**src/rtl/lbp_pkg.sv**
```systemverilog
// Shared definitions for the LBP code encoder: neighbour count, rotator
// states and the rotation / transition-count helpers.
package lbp_pkg;

  localparam int NEIGH = 8;

  typedef enum logic [1:0] {
    IDLE = 2'd0,
    ROT  = 2'd1,
    OUT  = 2'd2
  } rot_state_t;

  // Circular right rotation of an 8-bit code by n positions.
  function automatic logic [7:0] rotr8(input logic [7:0] code, input logic [2:0] n);
    logic [15:0] dbl;
    dbl = {code, code} >> n;
    return dbl[7:0];
  endfunction

  // Number of circular 0/1 transitions around the 8-bit code.
  function automatic logic [3:0] lbp_transitions(input logic [7:0] code);
    logic [7:0] diff;
    logic [3:0] cnt;
    diff = code ^ {code[6:0], code[7]};
    cnt  = 4'd0;
    for (int i = 0; i < NEIGH; i++) begin
      cnt = cnt + {3'b000, diff[i]};
    end
    return cnt;
  endfunction

endpackage

```
**src/rtl/lbp_min_rotator.sv**
```systemverilog
// Rotation-invariant reducer: walks all eight rotations of a raw LBP code and
// emits the numerically smallest one with a one-cycle done pulse.
module lbp_min_rotator
  import lbp_pkg::*;
(
  input  logic       clk,
  input  logic       rst,
  input  logic       start,
  input  logic [7:0] raw_code,
  input  logic       raw_uniform,
  output logic       idle,
  output logic [7:0] code,
  output logic       uniform,
  output logic       done
);

  rot_state_t state_reg, state_next;
  logic [2:0] cnt_reg;
  logic [7:0] raw_reg;
  logic [7:0] min_reg;
  logic       uni_reg;
  logic [7:0] code_reg;
  logic       uniform_reg;
  logic       done_reg;
  logic [7:0] rot_cand;

  always_comb begin
    state_next = state_reg;
    rot_cand   = rotr8(raw_reg, cnt_reg);
    case (state_reg)
      IDLE:    if (start) state_next = ROT;
      ROT:     if (cnt_reg == 3'd7) state_next = OUT;
      OUT:     state_next = IDLE;
      default: state_next = IDLE;
    endcase
  end

  always_ff @(posedge clk or posedge rst) begin
    if (rst) begin
      state_reg   <= IDLE;
      cnt_reg     <= 3'd0;
      raw_reg     <= 8'd0;
      min_reg     <= 8'd0;
      uni_reg     <= 1'b0;
      code_reg    <= 8'd0;
      uniform_reg <= 1'b0;
      done_reg    <= 1'b0;
    end else begin
      state_reg <= state_next;
      done_reg  <= 1'b0;
      case (state_reg)
        IDLE: begin
          if (start) begin
            raw_reg <= raw_code;
            min_reg <= raw_code;
            uni_reg <= raw_uniform;
            cnt_reg <= 3'd1;
          end
        end
        ROT: begin
          if (rot_cand < min_reg) min_reg <= rot_cand;
          cnt_reg <= cnt_reg + 3'd1;
        end
        OUT: begin
          code_reg    <= min_reg;
          uniform_reg <= uni_reg;
          done_reg    <= 1'b1;
        end
        default: ;
      endcase
    end
  end

  assign idle    = (state_reg == IDLE);
  assign code    = code_reg;
  assign uniform = uniform_reg;
  assign done    = done_reg;

endmodule

```
**src/rtl/lbp_code_encoder.sv**
```systemverilog
// LBP code encoder: thresholds 8 neighbours against the centre pixel, flags
// uniform patterns; LBP_ROT_INV_EN selects the rotation-invariant output path.
module lbp_code_encoder
  import lbp_pkg::*;
#(
  parameter logic [7:0] T = 8'd0
) (
  input  logic       clk,
  input  logic       rst,
  input  logic       done_i,
  input  logic [7:0] mid_i,
  input  logic [7:0] S1_i,
  input  logic [7:0] S2_i,
  input  logic [7:0] S3_i,
  input  logic [7:0] S4_i,
  input  logic [7:0] S5_i,
  input  logic [7:0] S6_i,
  input  logic [7:0] S7_i,
  input  logic [7:0] S8_i,
  output logic       ready_o,
  output logic [7:0] code_o,
  output logic       uniform_o,
  output logic       overflow_o,
  output logic       done_o
);

  logic [7:0] s_arr [NEIGH];
  logic [8:0] thr;
  logic [7:0] raw_code;
  logic       raw_uniform;
  logic       accept;

  logic       s1_valid_reg;
  logic [7:0] s1_code_reg;
  logic       s1_uniform_reg;

  assign s_arr[0] = S1_i;
  assign s_arr[1] = S2_i;
  assign s_arr[2] = S3_i;
  assign s_arr[3] = S4_i;
  assign s_arr[4] = S5_i;
  assign s_arr[5] = S6_i;
  assign s_arr[6] = S7_i;
  assign s_arr[7] = S8_i;

  // 9-bit threshold: a saturated mid+T can never be reached by an 8-bit sample.
  assign thr = {1'b0, mid_i} + {1'b0, T};

  for (genvar gi = 0; gi < NEIGH; gi++) begin : g_cmp
    assign raw_code[gi] = ({1'b0, s_arr[gi]} >= thr);
  end

  assign raw_uniform = (lbp_transitions(raw_code) <= 4'd2);
  assign accept      = done_i && ready_o;

  always_ff @(posedge clk or posedge rst) begin
    if (rst) begin
      s1_valid_reg   <= 1'b0;
      s1_code_reg    <= 8'd0;
      s1_uniform_reg <= 1'b0;
    end else begin
      s1_valid_reg <= accept;
      if (accept) begin
        s1_code_reg    <= raw_code;
        s1_uniform_reg <= raw_uniform;
      end
    end
  end

`ifdef LBP_ROT_INV_EN
  logic rot_idle;
  logic overflow_reg;

  lbp_min_rotator u_rot (
    .clk         (clk),
    .rst         (rst),
    .start       (s1_valid_reg),
    .raw_code    (s1_code_reg),
    .raw_uniform (s1_uniform_reg),
    .idle        (rot_idle),
    .code        (code_o),
    .uniform     (uniform_o),
    .done        (done_o)
  );

  // A sample sitting in stage 1 has not reached the rotator yet, so it still counts as busy.
  assign ready_o = rot_idle && !s1_valid_reg;

  always_ff @(posedge clk or posedge rst) begin
    if (rst) begin
      overflow_reg <= 1'b0;
    end else if (done_i && !ready_o) begin
      overflow_reg <= 1'b1;
    end
  end

  assign overflow_o = overflow_reg;
`else
  logic [7:0] code_reg;
  logic       uniform_reg;
  logic       done_reg;

  always_ff @(posedge clk or posedge rst) begin
    if (rst) begin
      code_reg    <= 8'd0;
      uniform_reg <= 1'b0;
      done_reg    <= 1'b0;
    end else begin
      done_reg <= s1_valid_reg;
      if (s1_valid_reg) begin
        code_reg    <= s1_code_reg;
        uniform_reg <= s1_uniform_reg;
      end
    end
  end

  assign ready_o    = 1'b1;
  assign overflow_o = 1'b0;
  assign code_o     = code_reg;
  assign uniform_o  = uniform_reg;
  assign done_o     = done_reg;
`endif

endmodule

```
**config.mk**
```make
export PLATFORM = sky130hd
export DESIGN_NAME = lbp_code_encoder
export DESIGN_NICKNAME = d
export VERILOG_FILES = /design/src/rtl/lbp_pkg.sv /design/src/rtl/lbp_min_rotator.sv /design/src/rtl/lbp_code_encoder.sv
export SDC_FILE = /design/constraint.sdc
export NUM_CORES = 1
export LEC_CHECK = 0
export ABC_CLOCK_PERIOD_IN_PS = 2950
export CAP_MARGIN = 30
export CORE_ASPECT_RATIO = 2
export CORE_MARGIN = 2
export CORE_UTILIZATION = 35
export CTS_CLUSTER_SIZE = 12
export DETAILED_ROUTE_END_ITERATION = 16
export PLACE_DENSITY = 0.64
export SETUP_SLACK_MARGIN = 0.3
export SLEW_MARGIN = 20
export SYNTH_ARGS = -nofsm -noshare
export SYNTH_HDL_FRONTEND = slang
export SYNTH_HIERARCHICAL = 1
export SYNTH_SLANG_ARGS = --single-unit
```
**constraint.sdc**
```tcl
create_clock -name clk -period 2.95 [get_ports clk]
set_input_delay 0.295 -clock clk [delete_from_list [all_inputs] [get_ports clk]]
set_output_delay 0.295 -clock clk [all_outputs]
set_load 0.1 [all_outputs]
```
==> impl_results.rst <==
.. list-table::
   :header-rows: 1

   * - Metric
     - Value
   * - Status
     - complete, but fails checks
   * - Violations in the final reports
     - negative setup slack
   * - Avg WL per Cell
     - 14.9 um
   * - Wire length of the first global-routing pass
     - 10900 um
   * - Number of levels in the clock H-tree
     - 1
   * - Sum of internal, switching and leakage power
     - 1990 uW
   * - Cell with the most instances after synthesis
     - ha_1
   * - Detailed-router iteration count before antenna repair
     - 3
   * - Layout Nets
     - 493
   * - Total of warnings raised by yosys
     - 6
   * - Most instantiated flip-flop cell in the synthesis netlist
     - dfrtp_1
   * - Pre-CTS WS
     - -1.82 ns
   * - Slew at the pin with the worst max-slew slack
     - 0.707 ns
   * - Die outline area
     - 8220 um^2
   * - Clock-pin slew of the registers on the worst-case setup and hold paths
     - 0.05 ns
   * - Fraction of registers with async set/reset
     - 1.00
   * - Share of power burned in registers
     - 0.184
   * - RSZ-0062 raised after global routing
     - true
   * - Core box area
     - 7270 um^2
   * - Overall via count from detail_route
     - 2169
   * - Diode insertion count for antenna repair
     - 0
   * - Number of buffers inserted for hold repair after clock tree synthesis
     - 0
   * - Switching Share
     - 0.427
   * - Starting Density
     - 0.360
   * - Yosys cell types
     - 24
   * - DIE HEIGHT
     - 126 um
   * - Most frequent cells after synthesis
     - 67 x ha_1, 25 x inv_1, 20 x dfrtp_1
   * - Via count of the first global-routing pass
     - 2350
   * - Worst R2R Start
     - s1_valid_reg
   * - Final number of max-transition violations
     - 0
   * - Slew Limit Headroom
     - 0.528
   * - Data arrival time of the critical path
     - 4.14 ns
   * - Final count of negative-setup-slack endpoints
     - 1
   * - Remaining number of nets flagged by the antenna check after routing
     - 0
   * - I/O pins
     - 87
   * - Syn Inst Count
     - 215
   * - Buffers from clock root to sink, at most
     - 2
   * - Synth top area cells
     - ha_1 32%, dfrtp_1 19%, a2111oi_4 8.4%
   * - TritonCTS clock tree
     - built
   * - Largest clock skew in the final design
     - 0.00132 ns
   * - Total Routing Usage GR
     - 0.168
   * - Number of maximum-capacitance violations
     - 0
   * - Number of hold violations in the final report
     - 0
   * - Clock period minus final worst setup slack
     - 3.97 ns
   * - Post-DP HPWL
     - 5540 um
   * - Summed negative setup slack over all endpoints
     - -1.02 ns
   * - Crit path kind
     - in -> reg
   * - Capturing point of the worst reg2reg path
     - code_o[4]
   * - Layout overhead on the synthesized area
     - 69.2%
   * - Total Routed Length
     - 6520 um
   * - Top-area cell type share of the netlist area
     - 0.321
   * - Initial antenna violation count
     - 0
   * - Endpoint class of the critical path
     - register
   * - Leakage
     - 0.00200 uW
   * - Post-route DRC violation count
     - 0
   * - Cells on worst reg2reg path
     - 1
   * - Core occupancy in the finished layout
     - 0.609
   * - Hold/Removal Path Class
     - in -> async
   * - Share of the cycle needed by the critical path after routing
     - 1.35
   * - Fraction of layout cells with a size suffix above 1
     - 0.491
   * - Final RePlAce weighted congestion
     - 0.769
   * - Proportion of power drawn by the clock network
     - 0.150
   * - EDFF count, synth
     - 0
   * - Clock latency reported for the late side of the worst-skew pair
     - 0.25 ns
   * - Number of CTS-inserted buffers
     - 3
   * - Number of input and output port buffers inserted
     - 84
   * - Worst Setup Start Kind
     - input port
   * - Largest net degree at the start of global routing
     - 21
   * - Achievable clock frequency
     - 0.252 GHz
   * - Share of total power in combinational logic
     - 0.666
   * - Worst-case register-to-register setup slack
     - 1.86 ns
   * - Synthesized cell area
     - 2620 um^2
   * - Cell row count
     - 44
   * - Vias per Instance
     - 4.95
   * - Width of the chip
     - 65.1 um
   * - Clock tree root buffer cell
     - clkbuf_16
   * - Flip-flop and latch count after synthesis
     - 20
   * - Number of sinks on the clock net
     - 20
   * - Required time worst endpoint
     - 3.11 ns
   * - Switching power
     - 852 uW
   * - Cell type with the largest total area after synthesis
     - ha_1
   * - P per Cell Area
     - 451 nW/um^2
   * - Syn Area/Cell
     - 12.2 um^2
   * - Sequential share of the synthesized area
     - 0.191
   * - Synthesized netlist net count
     - 361
   * - Total global routing overflow
     - 0
   * - Highest net fanout along the worst path
     - 6
   * - Cell-internal power
     - 1140 uW
   * - Worst voltage drop across the vdd grid
     - 0.359 mV
   * - DR iter-0 viols
     - 45
   * - Worst Slack Setup Final
     - -1.02 ns
## final cells by class
class / instances / area [um^2]
well taps: 92 / 115
clock buffers: 4 / 88.8
repair buffers: 131 / 1130
multi-input cells: 166 / 2470
flip-flops and latches: 20 / 500
inverters: 25 / 118
fillers: 617 / 2840
## cells in the final DEF, fill, tap and decap left out, types with 4 or more instances in the layout
cell type,synthesis,routed
a2111oi_4,8,9
a21o_1,8,8
a221oi_2,8,6
and3_4,0,6
buf_4,2,54
clkdlybuf4s15_1,0,4
clkdlybuf4s50_1,0,32
dfrtp_1,20,20
dlygate4sd2_1,0,33
ha_1,67,36
ha_4,0,28
inv_1,25,14
inv_2,0,4
inv_4,0,4
mux2_2,9,9
mux2_4,8,8
nand2b_4,8,8
o211ai_1,8,8
o21a_1,8,8
o21ai_2,8,7
xnor2_2,0,4
## per-stage QoR
stage          instance area [um^2]  std cells  hold slack, ns
4_1_cts                        4350        438           0.497
6_report                       4420        438           0.472
2_1_floorplan                  2710        215           0.259
3_3_place_gp                   3860        420           0.488
5_1_grt                        4420        438           0.512
3_5_place_dp                   3860        420           0.495
## power groups by stage
stage / combinational, uW / clock (uW) / sequential, uW
after floorplan: 590 / 0 / 593
after global placement: 1140 / 0 / 369
after detailed placement: 1170 / 0 / 371
after CTS: 1280 / 305 / 367
after global routing: 1450 / 315 / 374
final: 1330 / 300 / 366
## worst max path at each step
stage | startpoint | end | slack [ns]
5_1_grt | mid_i[7] | s1_uniform_reg | -1.23
4_1_cts | mid_i[7] | s1_uniform_reg | -1.19
3_5_place_dp | mid_i[7] | s1_uniform_reg | -1.82
2_1_floorplan | mid_i[7] | s1_uniform_reg | -1.06
3_3_place_gp | mid_i[7] | s1_uniform_reg | -1.71
6_report | mid_i[1] | s1_uniform_reg | -1.02
## cell families after synthesis
family                     Yosys count  synth area share
and+or+nand+nor                     17            0.0636
AOI/OAI and AO/OA                   51             0.234
xor gates and xnor gates             8            0.0268
DFF                                 20             0.191
adders and majority gates           71             0.351
muxes                               17            0.0847
other                                2           0.00287
buffers and inverters               29            0.0450
## repair_timing
item / in CTS / in global routing
setup endpoints to repair: 1 / 1
pin swaps: 51 / 14
hold endpoints to repair: 0 / 0
resized for setup: 110 / 11
setup buffers: 14 / 0
## per-layer routing
metal	global-route usage	vias up	wire length (um)
li1	-	1070	-
met1	0.178	1036	2300
met2	0.334	49	3900
met3	0.00714	14	145
met4	0.0600	0	170
met5	0	-	0
## worst max-delay path: stages
cell,delay [ns]
clkdlybuf4s15_2,0.21
inv_6,0.12
ha_4,0.22
a2111oi_4,0.42
o21ai_4,0.13
xnor2_2,0.15
fa_1,0.49
fa_1,0.49
inv_1,0.05
fa_1,0.48
ha_2,0.18
inv_2,0.04
fa_2,0.38
a2111oi_4,0.22
o221ai_2,0.13
o21ai_1,0.12
No activity file was read; power rests on OpenSTA's default activity.
